`src/rtl/bayer_tx_pkg.sv`:
```
// Shared ISP defines: pixel and color-tag widths, color codes and Bayer phase codes
// used by the raw source, demosaic and later pipeline stages.
package bayer_tx_pkg;

  localparam int ISP_COLOR_DEPTH   = 8;
  localparam int ISP_COLOR_BIT_CNT = 2;

  typedef enum logic [1:0] {
    COLOR_R = 2'd0,
    COLOR_G = 2'd1,
    COLOR_B = 2'd2
  } color_e;

  typedef enum logic [1:0] {
    PAT_RGGB = 2'd0,
    PAT_GRBG = 2'd1,
    PAT_GBRG = 2'd2,
    PAT_BGGR = 2'd3
  } pattern_e;

endpackage

```
`src/rtl/bayer_tx_color_map.sv`:
```
// Combinational Bayer color lookup from phase and pixel parity; shared with demosaic.
module bayer_color_map
  import bayer_tx_pkg::*;
#(
  parameter int COLOR_BIT_CNT = ISP_COLOR_BIT_CNT
) (
  input  logic [1:0]               i_pattern,
  input  logic                     i_row_par,
  input  logic                     i_col_par,
  output logic [COLOR_BIT_CNT-1:0] o_color
);

  logic w_row_eff;
  logic w_col_eff;

  // Every phase is RGGB with the row and/or column parity flipped.
  assign w_row_eff = i_row_par ^ ((i_pattern == PAT_GBRG) || (i_pattern == PAT_BGGR));
  assign w_col_eff = i_col_par ^ ((i_pattern == PAT_GRBG) || (i_pattern == PAT_BGGR));

  always_comb begin
    if (w_row_eff != w_col_eff) begin
      o_color = COLOR_BIT_CNT'(COLOR_G);
    end else if (w_row_eff) begin
      o_color = COLOR_BIT_CNT'(COLOR_B);
    end else begin
      o_color = COLOR_BIT_CNT'(COLOR_R);
    end
  end

endmodule

```
`src/rtl/bayer_tx.sv`:
```
// Raster-order Bayer frame source: reads a frame buffer and streams tagged raw pixels
// with a fixed two-cycle read-to-output latency and optional inter-row gaps.
module bayer_tx
  import bayer_tx_pkg::*;
#(
  parameter int COLOR_DEPTH   = ISP_COLOR_DEPTH,
  parameter int COLOR_BIT_CNT = ISP_COLOR_BIT_CNT,
  parameter int ADDR_W        = 16
) (
  input  logic                     clk,
  input  logic                     rst,
  input  logic                     start,
  input  logic [3:0]               size_w_log2,
  input  logic [3:0]               size_h_log2,
  input  logic [1:0]               pattern,
  input  logic [3:0]               line_gap,
  output logic                     rd_en,
  output logic [ADDR_W-1:0]        rd_addr,
  input  logic [COLOR_DEPTH-1:0]   rd_data,
  output logic [COLOR_DEPTH-1:0]   pixel_out,
  output logic                     valid_out,
  output logic [COLOR_BIT_CNT-1:0] color_out,
  output logic                     last_col_out,
  output logic                     last_pic_out,
  output logic                     busy,
  output logic                     finish_operation,
  output logic                     cfg_err
);

  typedef enum logic [1:0] {S_IDLE, S_STREAM, S_GAP, S_DRAIN} state_e;

  state_e                   r_state;
  logic [3:0]               r_w_log2, r_h_log2, r_gap, r_wait;
  logic [1:0]               r_pattern;
  logic [7:0]               r_row, r_col;
  logic                     r_s1_valid, r_s1_last_col, r_s1_last_pic;
  logic [COLOR_BIT_CNT-1:0] r_s1_color, r_color;
  logic [COLOR_DEPTH-1:0]   r_pixel;
  logic                     r_valid, r_last_col, r_last_pic, r_finish, r_cfg_err;

  logic [8:0]               w_col_max, w_row_max;
  logic                     w_last_col, w_last_row, w_cfg_ok, w_rd;
  logic [COLOR_BIT_CNT-1:0] w_color;
  logic [ADDR_W-1:0]        w_addr;

  assign w_col_max  = (9'd1 << r_w_log2) - 9'd1;
  assign w_row_max  = (9'd1 << r_h_log2) - 9'd1;
  assign w_last_col = ({1'b0, r_col} == w_col_max);
  assign w_last_row = ({1'b0, r_row} == w_row_max);
  assign w_cfg_ok   = (size_w_log2 != 4'd0) && (size_w_log2 <= 4'd8) &&
                      (size_h_log2 != 4'd0) && (size_h_log2 <= 4'd8);
  assign w_rd       = (r_state == S_STREAM);
  assign w_addr     = (ADDR_W'(r_row) << r_w_log2) | ADDR_W'(r_col);

  bayer_color_map #(
    .COLOR_BIT_CNT(COLOR_BIT_CNT)
  ) u_color_map (
    .i_pattern(r_pattern),
    .i_row_par(r_row[0]),
    .i_col_par(r_col[0]),
    .o_color  (w_color)
  );

  always_ff @(posedge clk) begin
    if (rst) begin
      r_state       <= S_IDLE;
      r_w_log2      <= '0;
      r_h_log2      <= '0;
      r_gap         <= '0;
      r_wait        <= '0;
      r_pattern     <= '0;
      r_row         <= '0;
      r_col         <= '0;
      r_s1_valid    <= 1'b0;
      r_s1_color    <= '0;
      r_s1_last_col <= 1'b0;
      r_s1_last_pic <= 1'b0;
      r_valid       <= 1'b0;
      r_pixel       <= '0;
      r_color       <= '0;
      r_last_col    <= 1'b0;
      r_last_pic    <= 1'b0;
      r_finish      <= 1'b0;
      r_cfg_err     <= 1'b0;
    end else begin
      r_cfg_err <= 1'b0;

      // Stage 1 tracks the read issued this cycle; stage 2 joins it with rd_data.
      r_s1_valid    <= w_rd;
      r_s1_color    <= w_rd ? w_color : '0;
      r_s1_last_col <= w_rd & w_last_col;
      r_s1_last_pic <= w_rd & w_last_col & w_last_row;
      r_valid       <= r_s1_valid;
      r_pixel       <= r_s1_valid ? rd_data : '0;
      r_color       <= r_s1_color;
      r_last_col    <= r_s1_last_col;
      r_last_pic    <= r_s1_last_pic;
      r_finish      <= r_last_pic;

      case (r_state)
        S_IDLE: begin
          if (start) begin
            if (w_cfg_ok) begin
              r_w_log2  <= size_w_log2;
              r_h_log2  <= size_h_log2;
              r_pattern <= pattern;
              r_gap     <= line_gap;
              r_row     <= '0;
              r_col     <= '0;
              r_state   <= S_STREAM;
            end else begin
              r_cfg_err <= 1'b1;
            end
          end
        end
        S_STREAM: begin
          if (w_last_col) begin
            if (w_last_row) begin
              r_state <= S_DRAIN;
              r_wait  <= 4'd1;
            end else begin
              r_col <= '0;
              r_row <= r_row + 8'd1;
              if (r_gap != 4'd0) begin
                r_state <= S_GAP;
                r_wait  <= r_gap - 4'd1;
              end
            end
          end else begin
            r_col <= r_col + 8'd1;
          end
        end
        S_GAP: begin
          if (r_wait == 4'd0) r_state <= S_STREAM;
          else                r_wait  <= r_wait - 4'd1;
        end
        S_DRAIN: begin
          if (r_wait == 4'd0) r_state <= S_IDLE;
          else                r_wait  <= r_wait - 4'd1;
        end
        default: r_state <= S_IDLE;
      endcase
    end
  end

  assign rd_en            = w_rd;
  assign rd_addr          = w_rd ? w_addr : '0;
  assign pixel_out        = r_pixel;
  assign valid_out        = r_valid;
  assign color_out        = r_color;
  assign last_col_out     = r_last_col;
  assign last_pic_out     = r_last_pic;
  assign finish_operation = r_finish;
  assign busy             = (r_state != S_IDLE) || r_finish;
  assign cfg_err          = r_cfg_err;

endmodule

```
`config.mk`:
```
export PLATFORM = sky130hd
export DESIGN_NAME = bayer_tx
export DESIGN_NICKNAME = d
export VERILOG_FILES = /design/src/rtl/bayer_tx_pkg.sv /design/src/rtl/bayer_tx_color_map.sv /design/src/rtl/bayer_tx.sv
export SDC_FILE = /design/constraint.sdc
export NUM_CORES = 1
export LEC_CHECK = 0
export ABC_AREA = 1
export BUFFER_PORTS_ARGS = -buffer_cell sky130_fd_sc_hd__buf_2
export CORE_AREA = 8 8 104 106
export CTS_BUF_LIST = sky130_fd_sc_hd__clkbuf_16
export CTS_CLUSTER_SIZE = 20
export DETAILED_ROUTE_END_ITERATION = 12
export DIE_AREA = 0 0 112 114
export GPL_ROUTABILITY_DRIVEN = 0
export PLACE_DENSITY = 0.56
export SLEW_MARGIN = 20
export SYNTH_ARGS = -nofsm -noshare
export SYNTH_HDL_FRONTEND = slang
export SYNTH_SLANG_ARGS = --single-unit
```
`constraint.sdc`:
```
create_clock -name clk -period 2.8 [get_ports clk]
set_input_delay 0.7 -clock clk [delete_from_list [all_inputs] [get_ports clk]]
set_output_delay 0.7 -clock clk [all_outputs]
set_load 0.05 [all_outputs]
```
Word level (Yosys, flattened, before mapping)
Index checks and enable logic that the tools add are counted.
{"block": "totals", "regBits": 56, "inputBits": 25}
{"block": "classes", "addsub": 6, "n_lt_le_gt_ge": 2, "n_eq_ne": 18, "n_shift": 3, "n_mux": 25, "bitwise_logic": 9, "n_reduce_logical": 24}
{"operator": "$mux W8", "count": 6}
{"operator": "$pmux W8 S2", "count": 2}
{"operator": "$eq A8 B9 Y1", "count": 2}
{"operator": "$shl A1 B4 Y9 const A", "count": 2}
{"operator": "$sub A9 B1 Y9 const B", "count": 2}
{"operator": "$add A8 B1 Y8 const B", "count": 2}
{"operator": "$mux W16", "count": 1}
{"operator": "$mux W2", "count": 8}
{"operator": "$mux W4", "count": 4}
{"operator": "$or A16 B8 Y16", "count": 1}
{"operator": "$shl A8 B4 Y16", "count": 1}
{"operator": "$ne A2 B2 Y1 const B", "count": 7}
{"operator": "$reduce_bool A4 Y1", "count": 3}
{"operator": "$eq A2 B2 Y1 const B", "count": 4}
{"operator": "$le A4 B4 Y1 const B", "count": 2}
{"operator": "$pmux W2 S4", "count": 1}
{"operator": "$pmux W4 S2", "count": 1}
{"operator": "$reduce_and A4 Y1", "count": 2}
{"operator": "$sub A4 B1 Y4 const B", "count": 2}
{"operator": "$reduce_and A6 Y1", "count": 1}
{"operator": "$reduce_bool A2 Y1", "count": 3}
{"operator": "$reduce_or A2 Y1", "count": 3}
{"operator": "$reduce_or A3 Y1", "count": 2}
{"operator": "$reduce_and A5 Y1", "count": 1}
{"operator": "other kinds (13)", "count": 24}

Logic depth before layout (Yosys ltp)
Gate-level depths: netlist (run 1).
{"block": "logic_depth", "word_depth": 7, "ltp_mapped": 19}

Modules after synthesis
A second synthesis (run 1) with hierarchy kept.
{"block": "unflattened", "hier_cells": 613, "area_unflattened_um2": 3779.9}
{"module": "bayer_tx", "n_inst": 1, "cells_each": 602, "area_per_inst_um2": 3729.8, "seq_area_each_um2": 1121.1}
{"module": "bayer_color_map", "n_inst": 1, "cells_each": 11, "area_per_inst_um2": 50.0, "seq_area_each_um2": 0.0}

Least setup slack after synthesis (run 1)
OpenSTA, ideal clock, no wires.
{"block": "synth_timing", "path_kind": "register -> output", "startpoint": "register r_state[0]", "endpoint": "output rd_addr[14]", "arrival_ps": 2375, "t_required_ps": 2100, "slack_ps": -275, "stages_incl_launch_ff": 6, "path_buffers": 1, "cell_sequence": "dfxtp_1 inv_1 nor2_1 buf_2 nand2_1 o21ai_0"}
{"block": "synth_between", "elab_chain_cells": 2}
{"element": "from (decl)", "line": "bayer_tx.sv:32", "text": "state_e r_state;"}
{"element": "from (signal assigned)", "line": "bayer_tx.sv:66", "text": "r_state <= S_IDLE;"}
{"element": "from (signal assigned)", "line": "bayer_tx.sv:110", "text": "r_state <= S_STREAM;"}
{"element": "from (signal assigned)", "line": "bayer_tx.sv:119", "text": "r_state <= S_DRAIN;"}
{"element": "$eq A2 B1 Y1", "line": "bayer_tx.sv:52", "text": "assign w_rd = (r_state == S_STREAM);"}
{"element": "net rd_en", "line": "bayer_tx.sv:17", "text": "output logic rd_en,"}
{"element": "$mux W16", "line": "bayer_tx.sv:147", "text": "assign rd_addr = w_rd ? w_addr : '0;"}
{"element": "to (decl)", "line": "bayer_tx.sv:18", "text": "output logic [ADDR_W-1:0] rd_addr,"}
The timed path passes the listed nets, and every way through them passes these cells.

Worst setup path after layout (run 1)
{"block": "layout_timing", "startpoint": "register r_w_log2[1]", "endpoint": "output rd_addr[10]"}
{"block": "layout_between", "elab_chain_cells": 3}
{"element": "from (decl)", "line": "bayer_tx.sv:33", "text": "logic [3:0] r_w_log2, r_h_log2, r_gap, r_wait;"}
{"element": "from (signal assigned)", "line": "bayer_tx.sv:104", "text": "r_w_log2 <= size_w_log2;"}
{"element": "$shl A8 B4 Y16", "line": "bayer_tx.sv:53", "text": "assign w_addr = (ADDR_W'(r_row) << r_w_log2) | ADDR_W'(r_col);"}
{"element": "$or A16 B8 Y16", "line": "bayer_tx.sv:53"}
{"element": "$mux W16", "line": "bayer_tx.sv:147"}
Every way passes these cells.

==> metrics.txt, run 1 <==
largest net degree at the start of global routing=24; final core occ=~45%; Post-route DRC=0; #FFs+latches synth=56; cell area after synthesis=approximately 3500 um^2; highest cell delay on the worst timing path=approximately 0.37 ns; setup violators final=0; Most Crowded Layer GR=met2; port bufs=between 50 and 60; CTS Sinks=56; IO Pins=58; slew margin rel.=a little under three fifths; Crit. End Element=output port; synth unique cells=40; Die Width=112 um; Synth Instances=553; worst endpoint required time=2.10 ns; dominant synthesized flop cell=dfxtp_1; initial antenna violation count=0; number of global-route vias before repair=3,396; min-delay worst type=flip-flop to flip-flop; synthesis warning total=0; max cap viols=0; R2R depth=15; status=complete, no violations; die height=between 100 and 150 um; cells along the critical path=clkinvlp_4, buf_4, nand2_1, o21ai_0, or2_2, a31oi_1, buf_2; CP Launch Point=r_w_log2[1]; CTS tree=built; DP Worst Slack=~0.16 ns; Core Box Area=~9100 um^2; Syn Nets=roughly 590; Syn-to-layout area delta=16.1%; CTS H-tree lvls=2; Register Area=~1100 um^2; CTS clock-pin slew for the worst setup and hold paths=0.07 ns; max frequency=387 MHz; die area=between 10,000 and 15,000 um^2; WS Path Type=flip-flop to output port; Worst VDD drop=463 uV; Reg-to-Reg Start=r_w_log2[2]; Hold-fix buffers, CTS=0; worst endpoint data arrival time=~1.9 ns; final hold vios=0; FP Rows=35; Seq/Total Area, Yosys=a little under a third; diodes inserted=0; Initial DRT Pass Iterations=4; total power draw=between 0.004 and 0.005 W; GRT overflow=0; final setup TNS=0 ns; post-route ant nets=0; flop2flop setup slack=0.32 ns; Worst Skew=between 0.006 and 0.007 ns; Final WS setup=0.214 ns; area of the multi-input gates=around 2000 um^2; Critical Path End=rd_addr[10]; Total GRT Usage=15.2%; Fillers=a little under 1,000; Worst-Margin Slew=approximately 0.64 ns; Initial Utilization=38.9%; Lkg Pwr=approximately 1.9 nW; ratio of cells with drive above 1 in the final layout=19.4%; fin. max-slew vios=0; WL/cell=13.3 um; Nets=640; CP Max Fanout=8; nature of the critical path startpoint=flip-flop; GRT met1 Usage=18.8%; Post-Route WL=between 9 and 10 mm; period utilization=92.4%; EDFF count, synth=0; cell area power density=1140 nW/um^2; vias per cell=around 5; CTS Root Cell=clkbuf_16; DR iter-0 viols=roughly 180; Max clock buf depth=2; RSZ-0062 raised after global routing=false; via count=3,589; met3 Use GR=under 10%; r2r endpoint=r_col[6]; TritonCTS buffer count=5; fin crit period=between 2 and 3 ns; Slowest-stage cell, CP=dfxtp_1; first-pass GRT wire length=16.2 mm; DP Wirelength=approximately 7.6 mm; Avg Inst Size Synth=about 6.4 um^2; Clock Latency Late Sink=~0.29 ns; ys async rst share=0%; met2 usage=27.1%
==> synth_stat cells (3+ instances only) <==
library cell | count | area [um^2]
a21oi_1 | 42 | 210
nand2_2 | 6 | 37.5
nor2_1 | 75 | 282
dfxtp_1 | 56 | 1120
nand2_1 | 131 | 492
nor2_2 | 6 | 37.5
nand4_1 | 13 | 81.3
clkbuf_1 | 13 | 48.8
buf_6 | 4 | 45.0
inv_2 | 5 | 18.8
nand3_2 | 3 | 30.0
nor2_4 | 4 | 45.0
buf_2 | 4 | 20.0
or2_2 | 4 | 25.0
o21ai_0 | 45 | 225
clkinv_1 | 3 | 11.3
nor3b_1 | 3 | 22.5
nor3_1 | 3 | 15.0
o22ai_1 | 4 | 25.0
xor2_1 | 6 | 52.6
nand3_1 | 27 | 135
ha_1 | 7 | 87.6
inv_1 | 66 | 248
xnor2_1 | 3 | 26.3
==> sequential cells by signal (all words and copies together) (netlist names) <==
name and flops:
pixel_out 8, r_col 8, r_row 8, r_gap 4, r_h_log2 4, r_w_log2 4
r_wait 4, color_out 2, r_pattern 2, r_s1_color 2, r_state 2, cfg_err 1
finish_operation 1, last_col_out 1, last_pic_out 1, r_s1_last_col 1, r_s1_last_pic 1, r_s1_valid 1
valid_out 1
==> metrics by stage <==
step	instances	area [um^2]	hold slack (ns)
6_report	720	4110	0.405
5_1_grt	720	4110	0.419
4_1_cts	716	4060	0.408
3_5_place_dp	708	3910	0.397
3_3_place_gp	708	3910	0.397
2_1_floorplan	553	3540	0.388
==> repair_timing <==
item	4_1_cts	5_1_grt
setup endpoints to repair	3	13
buffers inserted	0	4
cloned	0	0
gates resized for setup	1	7
pin swaps	0	1
==> layout make-up <==
class / count / area share, %
sequential: 56 / 27.4
clock inverter: 3 / 0.670
clock buffer: 5 / 3.04
tap: 111 / 3.38
multi-input combinational: 400 / 49.1
timing repair buffer: 70 / 9.38
inverter: 75 / 7.00
==> critical path: cells and delay by family (launching register included) <==
| family | cells | cell delay [ns] |
|---|---|---|
| compound gates | 2 | 0.23 |
| simple gates | 2 | 0.35 |
| flops | 1 | 0.37 |
| buf+inv | 3 | 0.64 |
==> metal layers <==
metal	routed length, um	part of all wire, %
met1	4320	45
met2	4750	49
met3	402	4.2
met4	133	1.4
met5	0	0
==> worst min path at each step <==
stage          depth (start not counted)  slack [ns]     startpoint      endpoint
6_report                               2        0.40  r_s1_color[1]  color_out[1]
5_1_grt                                2        0.42  r_s1_last_col  last_col_out
4_1_cts                                2        0.41  r_s1_last_col  last_col_out
3_5_place_dp                           2        0.40  r_s1_last_pic  last_pic_out
3_3_place_gp                           2        0.40  r_s1_color[1]  color_out[1]
2_1_floorplan                          2        0.39  r_s1_color[0]  color_out[0]
==> cell usage in the layout, fill, tap and decap left out, types with 3 or more instances in the layout <==
cell / Yosys / final
a21oi_1: 42 / 42
buf_2: 4 / 56
buf_4: 1 / 13
clkbuf_16: 0 / 5
clkinv_1: 3 / 3
dfxtp_1: 56 / 53
ha_1: 7 / 7
inv_1: 66 / 65
inv_2: 5 / 5
nand2_1: 131 / 131
nand2_2: 6 / 6
nand3_1: 27 / 27
nand3_2: 3 / 3
nand4_1: 13 / 13
nor2_1: 75 / 75
nor2_2: 6 / 5
nor2_4: 4 / 5
nor3_1: 3 / 3
nor3b_1: 3 / 3
o21ai_0: 45 / 43
o22ai_1: 4 / 4
or2_2: 4 / 4
xnor2_1: 3 / 3
xor2_1: 6 / 6
==> kinds of logic (layout without fill, tap and decap cells) <==
| kind of cell | after synthesis | in the layout | synth area share (%) |
|---|---|---|---|
| compound gates | 98 | 98 | 14.5 |
| xor+xnor | 10 | 10 | 2.69 |
| fa+ha+maj | 7 | 7 | 2.47 |
| buf+inv | 97 | 153 | 11.5 |
| flops | 56 | 56 | 31.7 |
| mux | 1 | 1 | 0.283 |
| simple gates | 284 | 284 | 36.9 |
==> where the power goes <==
part / switching, W / leakage (nW) / internal, W
sequential: 0.000200 / 0.457 / 0.000974
combinational: 0.00194 / 1.39 / 0.000913
clock: 0.000301 / 0.0719 / 0.000340
No activity file was read; power rests on OpenSTA's default activity.
==> run 2, diff against run 1 <==
--- a/config.mk
+++ b/config.mk
@@ -7,14 +7,15 @@
 export LEC_CHECK = 0
 export ABC_AREA = 1
 export BUFFER_PORTS_ARGS = -buffer_cell sky130_fd_sc_hd__buf_2
-export CORE_AREA = 8 8 104 106
+export CORE_AREA = 8 8 107 109
 export CTS_BUF_LIST = sky130_fd_sc_hd__clkbuf_16
 export CTS_CLUSTER_SIZE = 20
 export DETAILED_ROUTE_END_ITERATION = 12
-export DIE_AREA = 0 0 112 114
+export DIE_AREA = 0 0 115 117
 export GPL_ROUTABILITY_DRIVEN = 0
 export PLACE_DENSITY = 0.56
 export SLEW_MARGIN = 20
 export SYNTH_ARGS = -nofsm -noshare
 export SYNTH_HDL_FRONTEND = slang
+export SYNTH_HIERARCHICAL = 1
 export SYNTH_SLANG_ARGS = --single-unit
==> run 2 against run 1 <==
Maximum frequency fell by 3.8%; worst hold slack barely moved; sequential power fell by 21%; critical path depth stayed put; worst setup slack worse by 0.10 ns; routed wire length grew 7.7%; combinational power is 54% lower; die area is 5.4% higher; final cell count grew 12%; sequential cell count did not move; largest cell class unchanged.
==> metrics.txt, run 2 <==
CP Max Fanout=5 (was 8); ys async rst share=0% (unchanged); cell area after synthesis=3780 um^2 (was 3540 um^2); EDFF count, synth=0 (unchanged); Nets=704 (was 640); worst endpoint required time=2.10 ns (about the same); CTS tree=built (unchanged); first-pass GRT wire length=17.7 mm (was 16.2 mm); most frequent cells in the layout=nand2_1 (181), nor2_1 (90), inv_1 (71), buf_2 (54), dfxtp_1 (52) (was nand2_1 (131), nor2_1 (75), inv_1 (65), buf_2 (56), dfxtp_1 (53)); die area=13,500 um^2 (was 12,800 um^2); slew margin rel.=55.3% (was 57.4%); Crit. End Element=output port (unchanged); CTS Root Cell=clkbuf_16 (unchanged); max frequency=372 MHz (was 387 MHz); Lkg Pwr=2.11 nW (was 1.92 nW); Synth Instances=613 (was 553); DP Wirelength=8.32 mm (was 7.56 mm); cell area power density=669 nW/um^2 (was 1140 nW/um^2); commonest non-fill, non-tap cell in the layout=nand2_1 (unchanged); period utilization=96.0% (was 92.4%); Synth top area share=29.7% (was 31.7%); min-delay worst type=flip-flop to flip-flop (unchanged); DP Worst Slack=0.210 ns (was 0.162 ns); IO Pins=58 (unchanged); total power draw=0.00295 W (was 0.00467 W); setup violators final=0 (unchanged); post-layout instance area=4410 um^2 (was 4110 um^2); final setup TNS=0 ns (unchanged); number of global-route vias before repair=3,795 (was 3,396); Core Box Area=9910 um^2 (was 9110 um^2); Syn-to-layout area delta=16.6% (was 16.1%); Initial DRT Pass Iterations=5 (was 4); TritonCTS buffer count=5 (unchanged); GRT overflow=0 (unchanged); Die Width=115 um (was 112 um); ratio of cells with drive above 1 in the final layout=17.3% (was 19.4%); fin crit period=2.69 ns (was 2.59 ns); most frequent cell after synthesis=nand2_1 (unchanged); port bufs=57 (unchanged); Post-route DRC=0 (unchanged); Final WS setup=0.113 ns (was 0.214 ns); nature of the critical path startpoint=flip-flop (unchanged); diodes inserted=0 (unchanged); Hold-fix buffers, CTS=0 (unchanged); synth top area cells=dfxtp_1 (30%), nand2_1 (18%), nor2_1 (8.9%) (was dfxtp_1 (32%), nand2_1 (14%), nor2_1 (8.0%)); Placed Area=4220 um^2 (was 3910 um^2); hold_ws=0.405 ns (about the same); initial antenna violation count=0 (unchanged); Initial Utilization=38.2% (was 38.9%); CTS H-tree lvls=2 (unchanged); fin. max-slew vios=0 (unchanged); FP Rows=37 (was 35); Worst-Margin Slew=0.670 ns (was 0.639 ns); #FFs+latches synth=56 (unchanged); Synth top cells by count=nand2_1 (182), nor2_1 (90), inv_1 (70) (was nand2_1 (131), nor2_1 (75), inv_1 (66)); CTS clock-pin slew for the worst setup and hold paths=0.07 ns (about the same); WS Path Type=flip-flop to output port (unchanged); status=complete, no violations (unchanged); max cap viols=0 (unchanged); Post-Route WL=10.3 mm (was 9.61 mm); worst endpoint data arrival time=1.99 ns (was 1.89 ns); Total GRT Usage=16.0% (was 15.2%); CTS Sinks=56 (unchanged); via count=3,886 (was 3,589); vias per cell=4.81 (was 4.98); largest net degree at the start of global routing=27 (was 24); Seq/Total Area, Yosys=29.7% (was 31.7%); die height=117 um (was 114 um); DR iter-0 viols=280 (was 176); Worst Skew=0.0116 ns (was 0.00662 ns); post-CTS setup buffer count=0 (unchanged); Clock Latency Late Sink=0.29 ns (about the same); Avg Inst Size Synth=6.17 um^2 (was 6.40 um^2); Max clock buf depth=2 (unchanged); RSZ-0062 raised after global routing=false (unchanged); WL/cell=12.8 um (was 13.3 um); area leader, netlist=dfxtp_1 (unchanged); Worst VDD drop=322 uV (was 463 uV); synth unique cells=40 (unchanged); post-route ant nets=0 (unchanged); final hold vios=0 (unchanged); Syn Nets=646 (was 585); synthesis warning total=6 (was 0); dominant synthesized flop cell=dfxtp_1 (unchanged)
==> run 2: changes by cell type in the layout (fill, tap and decap cells not counted), moves of 6 or more <==
cell	previous run	this run
nand4_1	13	4
nor2_1	75	90
nand3_1	27	44
nand2_1	131	181
inv_1	65	71
o21ai_0	43	31
==> run 2: stage by stage <==
step,utilization [%],instances
3_5_place_dp,42.6,800
3_3_place_gp,42.6,800
6_report,44.5,808
2_1_floorplan,-,613
5_1_grt,44.5,808
4_1_cts,44.3,808
==> run 2: area by class of cell <==
type,count,area (um^2)
tap,136,170
fill,1088,5500
clock inverter,3,42.5
inverter,78,308
clock buffer,5,125
sequential,56,1130
multi-input combinational,459,2230
timing repair buffer,71,402
==> run 2: power breakdown <==
group / internal [W] / switching [W]
sequential: 0.000859 / 0.0000604
clock: 0.000423 / 0.000289
combinational: 0.000431 / 0.000884
total: 0.00171 / 0.00123
==> run 2: timing repair <==
action                                  CTS  global route
hold endpoints to repair                  0             0
endpoints found under the setup margin    0            10
resized for setup                         0            13
==> run 2: path summary, 6_finish.rpt <==
check | cells after the start | slack (ns) | from | endpoint
max | 7 | 0.11 | r_row[4] | rd_addr[6]
min | 2 | 0.40 | r_s1_color[1] | color_out[1]
max reg2reg | 15 | 0.42 | r_w_log2[3] | r_row[3]
min reg2reg | 2 | 0.40 | r_s1_color[1] | color_out[1]
==> run 2: critical path, stage by stage (launching register included) <==
cell      delay, ns
dfxtp_1        0.39
inv_1          0.12
o21ai_0        0.29
o21ai_0        0.15
o21ai_0        0.26
nand2_1        0.09
a21oi_1        0.15
clkbuf_4       0.25
==> run 2: metal layers <==
metal	global-route usage [%]	share of wire (%)	vias up
met4	5.08	1.7	0
li1	-	-	2041
met1	19.8	47	1728
met3	2.92	4.6	17
met5	0	0	-
met2	27.6	47	100
==> run 2: logic make-up after synthesis <==
group                      share of synthesized area [%]
AOI/OAI and AO/OA                                   11.7
and+or+nand+nor                                     41.1
xor gates and xnor gates                            3.01
buffers and inverters                               11.6
DFF                                                 29.7
adders and majority gates                           2.65
muxes                                              0.265
==> run 3, diff against run 2 <==
--- a/config.mk
+++ b/config.mk
@@ -13,6 +13,7 @@
 export DETAILED_ROUTE_END_ITERATION = 12
 export DIE_AREA = 0 0 115 117
 export GPL_ROUTABILITY_DRIVEN = 0
+export HOLD_SLACK_MARGIN = 0.03
 export PLACE_DENSITY = 0.56
 export SLEW_MARGIN = 20
 export SYNTH_ARGS = -nofsm -noshare
==> constraint.sdc (replaced) <==
create_clock -name clk -period 2.8 [get_ports clk]
set_input_delay 0.7 -clock clk [delete_from_list [all_inputs] [get_ports clk]]
set_output_delay 0.7 -clock clk [all_outputs]
set_load 0.1 [all_outputs]
==> run 3 against run 2 <==
Clock skew down 0.0050 ns; critical path depth is 2 higher; sequential share of layout area fell by 1.2 points; combinational power is 9.8% higher; core utilization up 2.2 points; clock-buffer cell count unchanged; critical endpoint unchanged.
==> metrics.txt, run 3 (synthesis results as in run 2) <==
area of the multi-input gates=2250 um^2 (was 2230 um^2); CTS H-tree lvls=2 (unchanged); min-delay worst type=flip-flop to flip-flop (unchanged); WL/cell=13.0 um (was 12.8 um); R2R depth=16 (was 15); Critical Path End=rd_addr[6] (unchanged); Hold-fix buffers, CTS=0 (unchanged); DR iter-0 viols=215 (was 280); first-pass GRT wire length=18.3 mm (was 17.7 mm); WHS Path Cells=2 (unchanged); die height=117 um (unchanged); Post-route DRC=0 (unchanged); Worst VDD drop=281 uV (was 322 uV); number of global-route vias before repair=3,934 (was 3,795); placed cells=803 (was 800); Crit. End Element=output port (unchanged); port bufs=57 (unchanged); TritonCTS buffer count=5 (unchanged); Initial Utilization=38.2% (unchanged); most frequent cells in the layout=nand2_1 (182), nor2_1 (88), inv_1 (70), dfxtp_1 (52), nand3_1 (44) (was nand2_1 (181), nor2_1 (90), inv_1 (71), buf_2 (54), dfxtp_1 (52)); Placed Area=4470 um^2 (was 4220 um^2); Clock Latency Late Sink=0.29 ns (about the same); vias per cell=4.76 (was 4.81); Net Sw Frac=44.8% (was 41.9%); IO Pins=58 (unchanged); CP Launch Point=r_w_log2[0] (was r_row[4]); clock network power share=21.0% (was 24.1%); RSZ-0062 raised after global routing=true (was false); largest net degree at the start of global routing=25 (was 27); via count=3,860 (was 3,886); Post-Route WL=10.5 mm (was 10.3 mm); Max clock buf depth=2 (unchanged); Reg-to-Reg Start=r_w_log2[2] (was r_w_log2[3]); initial antenna violation count=0 (unchanged); internal power=0.00166 W (was 0.00171 W); post-layout instance area=4630 um^2 (was 4410 um^2); WS Path Type=flip-flop to output port (unchanged); Gate power share=48.2% (was 44.6%); max cap viols=0 (unchanged); Critical path buffers and inverters=3 (was 2); GRT overflow=0 (unchanged); die area=13,500 um^2 (unchanged); CP top delay family=compound AO/OA/AOI/OAI gates (unchanged); nature of the critical path startpoint=flip-flop (unchanged); flop2flop setup slack=0.34 ns (was 0.42 ns); Worst Skew=0.00661 ns (was 0.0116 ns); Register Area=1130 um^2 (unchanged); cell area power density=648 nW/um^2 (was 669 nW/um^2); DP Wirelength=8.52 mm (was 8.32 mm); Worst path depth=9 (was 7); period utilization=96.3% (was 96.0%); FP Rows=37 (unchanged); switching power=0.00134 W (was 0.00123 W); Lkg Pwr=2.15 nW (was 2.11 nW); sequential share of power=30.8% (was 31.2%); Die Width=115 um (unchanged); worst endpoint data arrival time=2.00 ns (was 1.99 ns); fin crit period=2.70 ns (was 2.69 ns); CTS Root Cell=clkbuf_16 (unchanged); worst endpoint required time=2.10 ns (about the same); CTS tree=built (unchanged); highest cell delay on the worst timing path=0.36 ns (was 0.39 ns); CTS clock-pin slew for the worst setup and hold paths=0.07 ns (about the same); slew margin rel.=61.0% (was 55.3%); CTS Sinks=56 (unchanged); r2r endpoint=r_col[6] (was r_row[3]); diodes inserted=0 (unchanged); Fillers=1,066 (was 1,088); Syn-to-layout area delta=22.4% (was 16.6%); post-route ant nets=0 (unchanged); Total GRT Usage=16.6% (was 16.0%); final hold vios=0 (unchanged); most frequent CP cell=nand2_1 (was o21ai_0); Worst-Margin Slew=0.584 ns (was 0.670 ns); Slowest-stage cell, CP=dfxtp_2 (was dfxtp_1); Core Box Area=9910 um^2 (unchanged); commonest non-fill, non-tap cell in the layout=nand2_1 (unchanged); status=complete, no violations (unchanged); Nets=707 (was 704); setup violators final=0 (unchanged); CP Max Fanout=16 (was 5); Layout Cells excl Fill=811 (was 808); ratio of cells with drive above 1 in the final layout=18.4% (was 17.3%); Initial DRT Pass Iterations=4 (was 5); fin. max-slew vios=0 (unchanged); max frequency=371 MHz (was 372 MHz); cells along the critical path=buf_4, inv_2, nand2_1, o22ai_1, nand2_1, o21ai_0, nand2_1, a21oi_2, buf_12 (was inv_1, o21ai_0, o21ai_0, o21ai_0, nand2_1, a21oi_1, clkbuf_4)
==> run 3: changes by cell type in the layout (fill, tap and decap cells not counted), moves of 2 or more <==
cell | previous run | this run
clkbuf_4 | 3 | 1
o21ai_1 | 5 | 2
buf_12 | 0 | 14
nor2_2 | 5 | 7
buf_2 | 54 | 42
o21ai_0 | 31 | 33
buf_4 | 13 | 17
nor2_1 | 90 | 88
==> run 3: worst min-delay path, stage by stage (launching register included) <==
cell	delay (ns)
dfxtp_1	0.30
inv_1	0.04
nor2_1	0.03
==> run 3: final cells by class <==
class                   count  share of cell area (%)
well taps                 136                    3.68
repair buffers             74                    13.5
clock inverters             3                   0.460
multi-input cells         459                    48.6
flip-flops and latches     56                    24.3
clock buffers               5                    2.70
inverters                  78                    6.65
==> run 3: worst min path at each step <==
stage	from	end	slack (ns)
6_report	r_s1_last_col	last_col_out	0.40
3_3_place_gp	r_s1_last_col	last_col_out	0.39
5_1_grt	r_s1_color[1]	color_out[1]	0.42
3_5_place_dp	r_s1_last_col	last_col_out	0.40
2_1_floorplan	r_s1_color[0]	color_out[0]	0.39
4_1_cts	r_s1_last_col	last_col_out	0.40
==> run 3: routing by layer <==
metal / global-route usage, % / wire, um / up-vias
met4: 4.82 / 80 / 0
met2: 28.6 / 4880 / 73
met1: 20.9 / 5040 / 1738
met5: 0 / 0 / -
li1: - / - / 2043
met3: 2.82 / 507 / 6
==> run 3: what timing repair did <==
action                                  CTS  global route
pin swaps                                 0             1
setup buffers                             0             0
endpoints found under the setup margin    1            14
gates resized for setup                   1             8
==> run 3: metrics by stage <==
step / hold WS, ns / total power (W) / TNS (ns) / utilization, % / setup WS [ns]
after floorplan: 0.388 / 0.00205 / -4.62 / - / -0.579
after global placement: 0.394 / 0.00236 / 0 / 45.1 / 0.255
after detailed placement: 0.398 / 0.00237 / 0 / 45.1 / 0.248
after CTS: 0.404 / 0.00300 / 0 / 46.6 / 0.0249
after global routing: 0.424 / 0.00326 / -0.0115 / 46.7 / -0.0115
final: 0.399 / 0.00300 / 0 / 46.7 / 0.105
==> run 3: power by group through the flow <==
stage,combinational [W],sequential [W],clock (W)
finish,0.00145,0.000922,0.000630
global route,0.00164,0.000931,0.000686
CTS,0.00144,0.000920,0.000643
detailed placement,0.00143,0.000938,0
global placement,0.00143,0.000935,0
floorplan,0.00109,0.000956,0
